--- config.mk ---
export PLATFORM = sky130hd
export DESIGN_NAME = reg_write_arbiter
export DESIGN_NICKNAME = d
export VERILOG_FILES = /design/src/rtl/reg_write_arbiter_pkg.sv /design/src/rtl/reg_write_arbiter_rr_pick.sv /design/src/rtl/reg_write_arbiter.sv
export SDC_FILE = /design/constraint.sdc
export NUM_CORES = 1
export LEC_CHECK = 0
export ABC_AREA = 1
export CAP_MARGIN = 10
export CORE_AREA = 2 2 84 118
export DETAILED_ROUTE_END_ITERATION = 12
export DIE_AREA = 0 0 86 120
export PLACE_DENSITY = 0.76
export SKIP_CTS_REPAIR_TIMING = 1
export SLEW_MARGIN = 10
export SYNTH_ARGS = -nofsm -noshare
export SYNTH_HDL_FRONTEND = slang
export SYNTH_SLANG_ARGS = --single-unit
--- constraint.sdc ---
create_clock -name in_clk -period 2.8 [get_ports in_clk]
set_input_delay 0.7 -clock in_clk [delete_from_list [all_inputs] [get_ports in_clk]]
set_output_delay 0.7 -clock in_clk [all_outputs]
set_load 0.05 [all_outputs]
--- src/rtl/reg_write_arbiter_pkg.sv ---
`default_nettype none
// ============================================================================
// Module : reg_write_arbiter_pkg
// Brief  : Shared FSM encodings and defaults for the register write arbiter.
// Rev    : 1.0  initial release
// ============================================================================
package reg_write_arbiter_pkg;

  localparam logic [0:0] ST_ARB    = 1'b0;
  localparam logic [0:0] ST_LOCKED = 1'b1;

  localparam int DEF_DATA_W = 32;

endpackage : reg_write_arbiter_pkg
`default_nettype wire

--- src/rtl/reg_write_arbiter_rr_pick.sv ---
`default_nettype none
// ============================================================================
// Module : rr_pick
// Brief  : Combinational round-robin picker, scans from ptr+1 modulo NUM_REQ.
// Rev    : 1.0  initial release
// ============================================================================
module rr_pick #(
  parameter int NUM_REQ = 4,
  parameter int PTR_W   = $clog2(NUM_REQ)
) (
  input  logic [NUM_REQ-1:0] req,
  input  logic [PTR_W-1:0]   ptr,
  output logic [NUM_REQ-1:0] gnt,
  output logic               valid
);

  logic [PTR_W-1:0] w_idx;

  always_comb begin
    gnt   = '0;
    valid = 1'b0;
    w_idx = '0;
    for (int k = 1; k <= NUM_REQ; k++) begin
      w_idx = PTR_W'((int'(ptr) + k) % NUM_REQ);
      if (!valid && req[w_idx]) begin
        gnt[w_idx] = 1'b1;
        valid      = 1'b1;
      end
    end
  end

endmodule : rr_pick
`default_nettype wire

--- src/rtl/reg_write_arbiter.sv ---
`default_nettype none
// ============================================================================
// Module : reg_write_arbiter
// Brief  : Round-robin write arbiter with locked bursts for one shared register.
// Rev    : 1.0  initial release
// ============================================================================
module reg_write_arbiter
  import reg_write_arbiter_pkg::*;
#(
  parameter int NUM_REQ   = 4,
  parameter int DATA_W    = DEF_DATA_W,
  parameter int BURST_MAX = 4
) (
  input  logic                        in_clk,
  input  logic                        in_rst,
  input  logic [NUM_REQ-1:0]          in_req,
  input  logic [NUM_REQ-1:0]          in_lock,
  input  logic [NUM_REQ*DATA_W-1:0]   in_data,
  output logic [NUM_REQ-1:0]          out_gnt,
  output logic                        out_wena,
  output logic [DATA_W-1:0]           out_data,
  output logic [$clog2(NUM_REQ)-1:0]  out_owner,
  output logic                        out_locked
);

  localparam int PTR_W = $clog2(NUM_REQ);
  localparam int CNT_W = $clog2(BURST_MAX) + 1;
  localparam logic [CNT_W-1:0] c_burst_last = CNT_W'(BURST_MAX - 1);
  localparam logic             c_lock_en    = (BURST_MAX > 1);

  logic [0:0]         r_state;
  logic [PTR_W-1:0]   r_rr_ptr;
  logic [CNT_W-1:0]   r_burst_cnt;
  logic [PTR_W-1:0]   r_owner;
  logic               r_wena;
  logic [DATA_W-1:0]  r_data;

  logic [NUM_REQ-1:0] w_pick_gnt;
  logic               w_pick_valid;
  logic [NUM_REQ-1:0] w_gnt;
  logic               w_own_hold;
  logic               w_xfer;
  logic [PTR_W-1:0]   w_xidx;
  logic [DATA_W-1:0]  w_xdata;

  rr_pick #(
    .NUM_REQ (NUM_REQ),
    .PTR_W   (PTR_W)
  ) u_rr_pick (
    .req   (in_req),
    .ptr   (r_rr_ptr),
    .gnt   (w_pick_gnt),
    .valid (w_pick_valid)
  );

  // A locked owner keeps the grant only while it still requests; otherwise the
  // normal round-robin scan takes over in the same cycle.
  assign w_own_hold = (r_state == ST_LOCKED) && in_req[r_owner];

  always_comb begin
    w_gnt = '0;
    if (!in_rst) begin
      if (w_own_hold) begin
        w_gnt[r_owner] = 1'b1;
      end else if (w_pick_valid) begin
        w_gnt = w_pick_gnt;
      end
    end
  end

  always_comb begin
    w_xidx  = '0;
    w_xdata = '0;
    for (int i = 0; i < NUM_REQ; i++) begin
      if (w_gnt[i]) begin
        w_xidx  = PTR_W'(i);
        w_xdata = in_data[i*DATA_W +: DATA_W];
      end
    end
  end

  assign w_xfer = |(in_req & w_gnt);

  always_ff @(posedge in_clk or posedge in_rst) begin
    if (in_rst) begin
      r_state     <= ST_ARB;
      r_rr_ptr    <= PTR_W'(NUM_REQ - 1);
      r_burst_cnt <= '0;
      r_owner     <= '0;
      r_wena      <= 1'b0;
      r_data      <= '0;
    end else begin
      r_wena <= w_xfer;
      if (w_xfer) begin
        r_data   <= w_xdata;
        r_owner  <= w_xidx;
        r_rr_ptr <= w_xidx;
      end
      case (r_state)
        ST_ARB: begin
          if (w_xfer && in_lock[w_xidx] && c_lock_en) begin
            r_state     <= ST_LOCKED;
            r_burst_cnt <= CNT_W'(1);
          end
        end
        ST_LOCKED: begin
          if (w_own_hold && in_lock[r_owner] && (r_burst_cnt < c_burst_last)) begin
            r_burst_cnt <= r_burst_cnt + CNT_W'(1);
          end else begin
            r_state     <= ST_ARB;
            r_burst_cnt <= '0;
          end
        end
        default: begin
          r_state     <= ST_ARB;
          r_burst_cnt <= '0;
        end
      endcase
    end
  end

  assign out_gnt    = w_gnt;
  assign out_wena   = r_wena;
  assign out_data   = r_data;
  assign out_owner  = r_owner;
  assign out_locked = (r_state == ST_LOCKED);

endmodule : reg_write_arbiter
`default_nettype wire
== After elaboration in Yosys (flattened, before gate mapping) ==
Cells that the tools add are included.
Storage, ports and cells
  register bits: 41
  latch bits: 0
  bits in writable memories: 0
  memory bits (read-only): 0
  input port bits: 138
  output and inout bits: 40
  logic and storage cells: 93
  memories kept: 0
Operators by class
  add/subtract/negate cells: 5
  multipliers: 0
  div/mod/pow operators: 0
  $lt $le $gt $ge: 12
  equal/unequal tests: 1
  shifts and indexed selects: 0
  multiplexer cells: 48
  bitwise logic cells: 5
  reductions and logical operators: 16
Operator list (count)
  two-way mux 32 bit: 4
  two-way mux 4 bit: 7
  two-way mux 1 bit: 19
  < comparator 2 x 3 -> 1 bit (second input constant): 6
  binary-select mux 1 bit (select 2 bit): 7
  logical AND 1 bit: 12
  bitwise OR 4 bit: 3
  demux 1 bit (select 2 bit): 5
  >= comparator 2 x 1 -> 1 bit (second input constant): 5
  two-way mux 3 bit: 2
  one-hot mux 3 bit (2 select lines): 1
  adder 2 x 1 -> 2 bit (second input constant): 2
  adder 2 bit (second input constant): 2
  bitwise AND 4 bit: 1
  two-way mux 2 bit: 2
  OR reduction 4 bit: 1
  adder 3 x 1 -> 3 bit (second input constant): 1
  zero test 1 bit: 3
  < comparator 3 x 2 -> 1 bit (second input constant): 1
  inequality test 2 bit (second input constant): 1
  one-hot mux 1 bit (2 select lines): 1
  NOT 1 bit: 1

== Longest topological paths before layout ==
  depth in word-level cells: 24
  gate-level depth with buffers: 19
  mapped depth without buffers: 19

== Modules after synthesis ==
From an unflattened synthesis, not the netlist that was laid out.
Unflattened totals
  cells, all modules: 539
  area, all modules: 3385.7 sq um
By module, submodules not included
  reg_write_arbiter: times used 1, cells an instance 459, area an instance 2934.1 sq um, sequential area each 1028.5 sq um
  rr_pick: times used 1, cells an instance 80, area an instance 451.7 sq um, sequential area each 0.0 sq um

== Least setup slack after synthesis ==
Ideal clock, no wire load.
  path kind: input -> output
  start point: input port in_rst
  end point: output port out_gnt[0]
  arrival: 2387 ps
  required time: 2100 ps
  path slack: -287 ps
  stages: 3
  path buffers: 0
  cell sequence: inv_1 nand3_1 inv_1
Between the ends
  word-level cells in the longest chain between the ends: 1
Ends and longest elaborated chain
  start, declared: RTL line reg_write_arbiter.sv:15  | input logic in_rst,
  two-way mux 4 bit: RTL line reg_write_arbiter.sv:62  | if (!in_rst) begin
  end, declared: RTL line reg_write_arbiter.sv:19  | output logic [NUM_REQ-1:0] out_gnt,
No other way between the ends.

== Worst setup path in the final report ==
  start point: register r_rr_ptr[1]
  end point: output port out_gnt[0]
Between the ends
  word-level cells in the longest chain between the ends: 16
  elaborated cells on any way between the ends: 52
  classes of those cells: add/sub (4); order compare (8); mux (27); bitwise (3); reduce/logical (10)
Ends and longest elaborated chain
  start, declared: RTL line reg_write_arbiter.sv:32  | logic [PTR_W-1:0] r_rr_ptr;
  start signal, assigned: RTL line reg_write_arbiter.sv:87  | r_rr_ptr <= PTR_W'(NUM_REQ - 1);
  start signal, assigned: RTL line reg_write_arbiter.sv:97  | r_rr_ptr <= w_xidx;
  branches (longest 13 deep; another with < comparator 2 x 3 -> 1 bit)
  two-way mux 4 bit *: RTL line reg_write_arbiter.sv:65  | end else if (w_pick_valid) begin
  two-way mux 4 bit *: RTL line reg_write_arbiter.sv:63  | if (w_own_hold) begin
  two-way mux 4 bit *: RTL line reg_write_arbiter.sv:62
Every way passes the cells marked *. The select of a mux whose other input is x is not followed.

==> reports/qor.txt <==
Area growth, synth to finish: 77.7%
Mean post-synth cell area: 6.22 um2
Number of synthesized flops with an enable pin: 0
First-pass GRT wire length: 18.8 mm
Worst Path Required: 2100 ps
Worst path depth: 12
CP Class: reg2out
Reg clk slew, reported paths: 60 ps
RSZ-0062 raised after global routing: true
Core area: 0.00930 mm2
Placed Cells incl. Taps: 797
Leakage: 0.00269 uW
Global route overflow: 0
Final hold vios: 0
Routability Congestion: 0.961
Syn Std Cell Area: 0.00317 mm2
Mapped Nets: 656
Buf/Inv on CP: 4
Max_slew headroom: 62.3%
Clk_lat worst skew: 280 ps
Post-layout util: 60.5%
Fin area: 0.00563 mm2
Initial Util: 34.0%
Synth top area cells: dfrtp_1 31%, nand2_1 29%, nand3_1 7.7%, a21oi_1 5.2%, o21ai_1 5.2%
Number of I/O port buffers: 177
CP Capture Type: output pin
Root Driver: clkbuf_16
DR vias: 4162
CP peak stage delay: 530 ps
Final wirelength: 12.5 mm
Total iterations of the first detailed-routing run: 5
Ports: 178
Most used DFF post-synth: dfrtp_1
Worst EP arrival: 2280 ps
H-tree Lvls: 2
Die area: 0.0103 mm2
Worst setup endpoint: out_gnt[0]
Worst Setup Start Kind: flip-flop
Pwr/cell area: 988 mW/mm2
Run status: finished, violations left
Post-synth top area share: 30.8%
Mapped Cells: 509
Share of layout cells above drive strength 1: 13.1%
Storage cell area: 0.00103 mm2
1st-iter DRT viols: 208
Wire per inst: 15.1 um
Yosys cell types: 30
Final setup fails: 4
Crit-path leading delay family: simple AND/OR/NAND/NOR gates
Cell Area, Placed: 0.00518 mm2
Filler instances: 837
Slack of the critical path: -178 ps
Multi-input gate area: 0.00196 mm2
ANT cells: 0
Hpwl dp: 8.92 mm
Vias per cell: 5.06
Final Critical Period: 2980 ps
Reg-to-reg critical path endpoint: r_burst_cnt[1]
Vias in the first global route: 4083
Clock Skews: 7.65 ps
FFs w/ async S/R, synth: 100%
Worst-margin pin slew: 563 ps
Most common cell in the netlist: nand2_1
Warnings from Yosys: 0
Tot GR Track Use: 22.5%
Largest net degree at the start of global routing: 42
Total of max-cap violations: 0
Crit path launch: r_rr_ptr[1]
Max-slew violations: 0
Remaining routing DRC violations: 0
Total chip power: 5560 uW
Setup TNS: -528 ps
CP Max Fanout: 7
Biggest area consumer among synthesized cells: dfrtp_1
Synth top cells by count: 242 x nand2_1, 49 x nand3_1, 39 x dfrtp_1, 33 x a21oi_1, 33 x o21ai_1
Fmax: 336 MHz
Slowest cell on crit path: dfstp_2
CP cell instances: inv_2 -> ha_4 -> inv_4 -> nand3_4 -> nand2_4 -> nand3_2 -> nor2_1 -> nor2_1 -> o211ai_1 -> nand3_2 -> clkinvlp_4 -> buf_8
Finished Layout Cells: 822
Antenna violations before repair: 0
Failing checks: setup timing
Max VDD drop: 0.371 mV
Die height: 120 um
HP Class: reg2reg
Reg2reg start: r_rr_ptr[0]
Die X: 86 um
R2R depth: 20
Final antenna-violating net count: 0
Nets: 859
# rows: 42
Final critical-path share of the clock period: 106%
# clock sinks: 41
Yosys reg bits: 41
Post-synthesis sequential area ratio: 32.5%
Num CTS Buffers: 5
CTS tree: done
R2R setup slack: 20 ps
Maximum buffer depth of the clock tree: 2
logic make-up after synthesis:
| family | share of synthesized area (%) |
|---|---|
| buf+inv | 8.26 |
| compound gates | 14.0 |
| flops | 32.5 |
| fa+ha+maj | 3.56 |
| simple gates | 41.7 |
cell type report:
cell class	instances	area share [%]
well taps	110	2.45
clock inverters	1	0.156
flip-flops and latches	41	18.3
multi-input cells	409	34.8
clock buffers	6	2.29
repair buffers	221	39.4
inverters	34	2.58
placed cells by master (no fill, tap or decap), drive strengths merged:
cell type,instances
buf,46
clkinv,3
o21ai,42
nand4,2
a21oi,33
clkbuf,8
clkinvlp,2
nand2,246
inv,30
dfrtp,39
nor2,12
nand3,53
dfstp,2
o22ai,6
nor3,2
ha,9
or2,1
o211ai,3
clkdlybuf4s50,169
dlymetal6s2s,4
stage by stage:
stage          setup slack, ps  hold slack (ps)
2_1_floorplan             39.8              471
3_3_place_gp              -248              461
3_5_place_dp              -356              464
4_1_cts                   -369              481
5_1_grt                   -278              498
6_report                  -178              473
flip-flops by register name, summed over array words and instances (netlist names):
signal and flops:
out_data 32, r_burst_cnt 3, out_locked 1, r_rr_ptr 2, out_owner 2, out_wena 1
worst min path at each step:
stage,from,depth (start not counted),slack (ps),end
finish,out_data[1],2,470,out_data[1]
detailed placement,out_data[28],2,460,out_data[28]
global route,out_data[29],2,500,out_data[29]
CTS,out_data[28],2,480,out_data[28]
floorplan,r_burst_cnt[2],2,470,r_burst_cnt[2]
global placement,out_data[7],2,460,out_data[7]
worst register-to-register path: cells and delay by family (launching register included):
| family | cells | cell delay [ps] |
|---|---|---|
| AO/OA/AOI/OAI | 2 | 180 |
| adder cells (fa/ha/maj) | 1 | 310 |
| buffers and inverters | 4 | 530 |
| flip-flops | 1 | 540 |
| AND/OR/NAND/NOR | 13 | 1160 |
power by group:
part	switching (uW)	internal (uW)
Clock	217	327
Sequential	114	801
Combinational	2530	1570
layer usage:
metal,up-vias,share of wire [%],GRT usage (%)
met5,-,0,0
met4,0,3.7,9.33
met3,40,6.6,4.47
met2,206,53,41.9
met1,1876,37,24.1
li1,2040,-,-
Power figures use the tool's default switching activity.
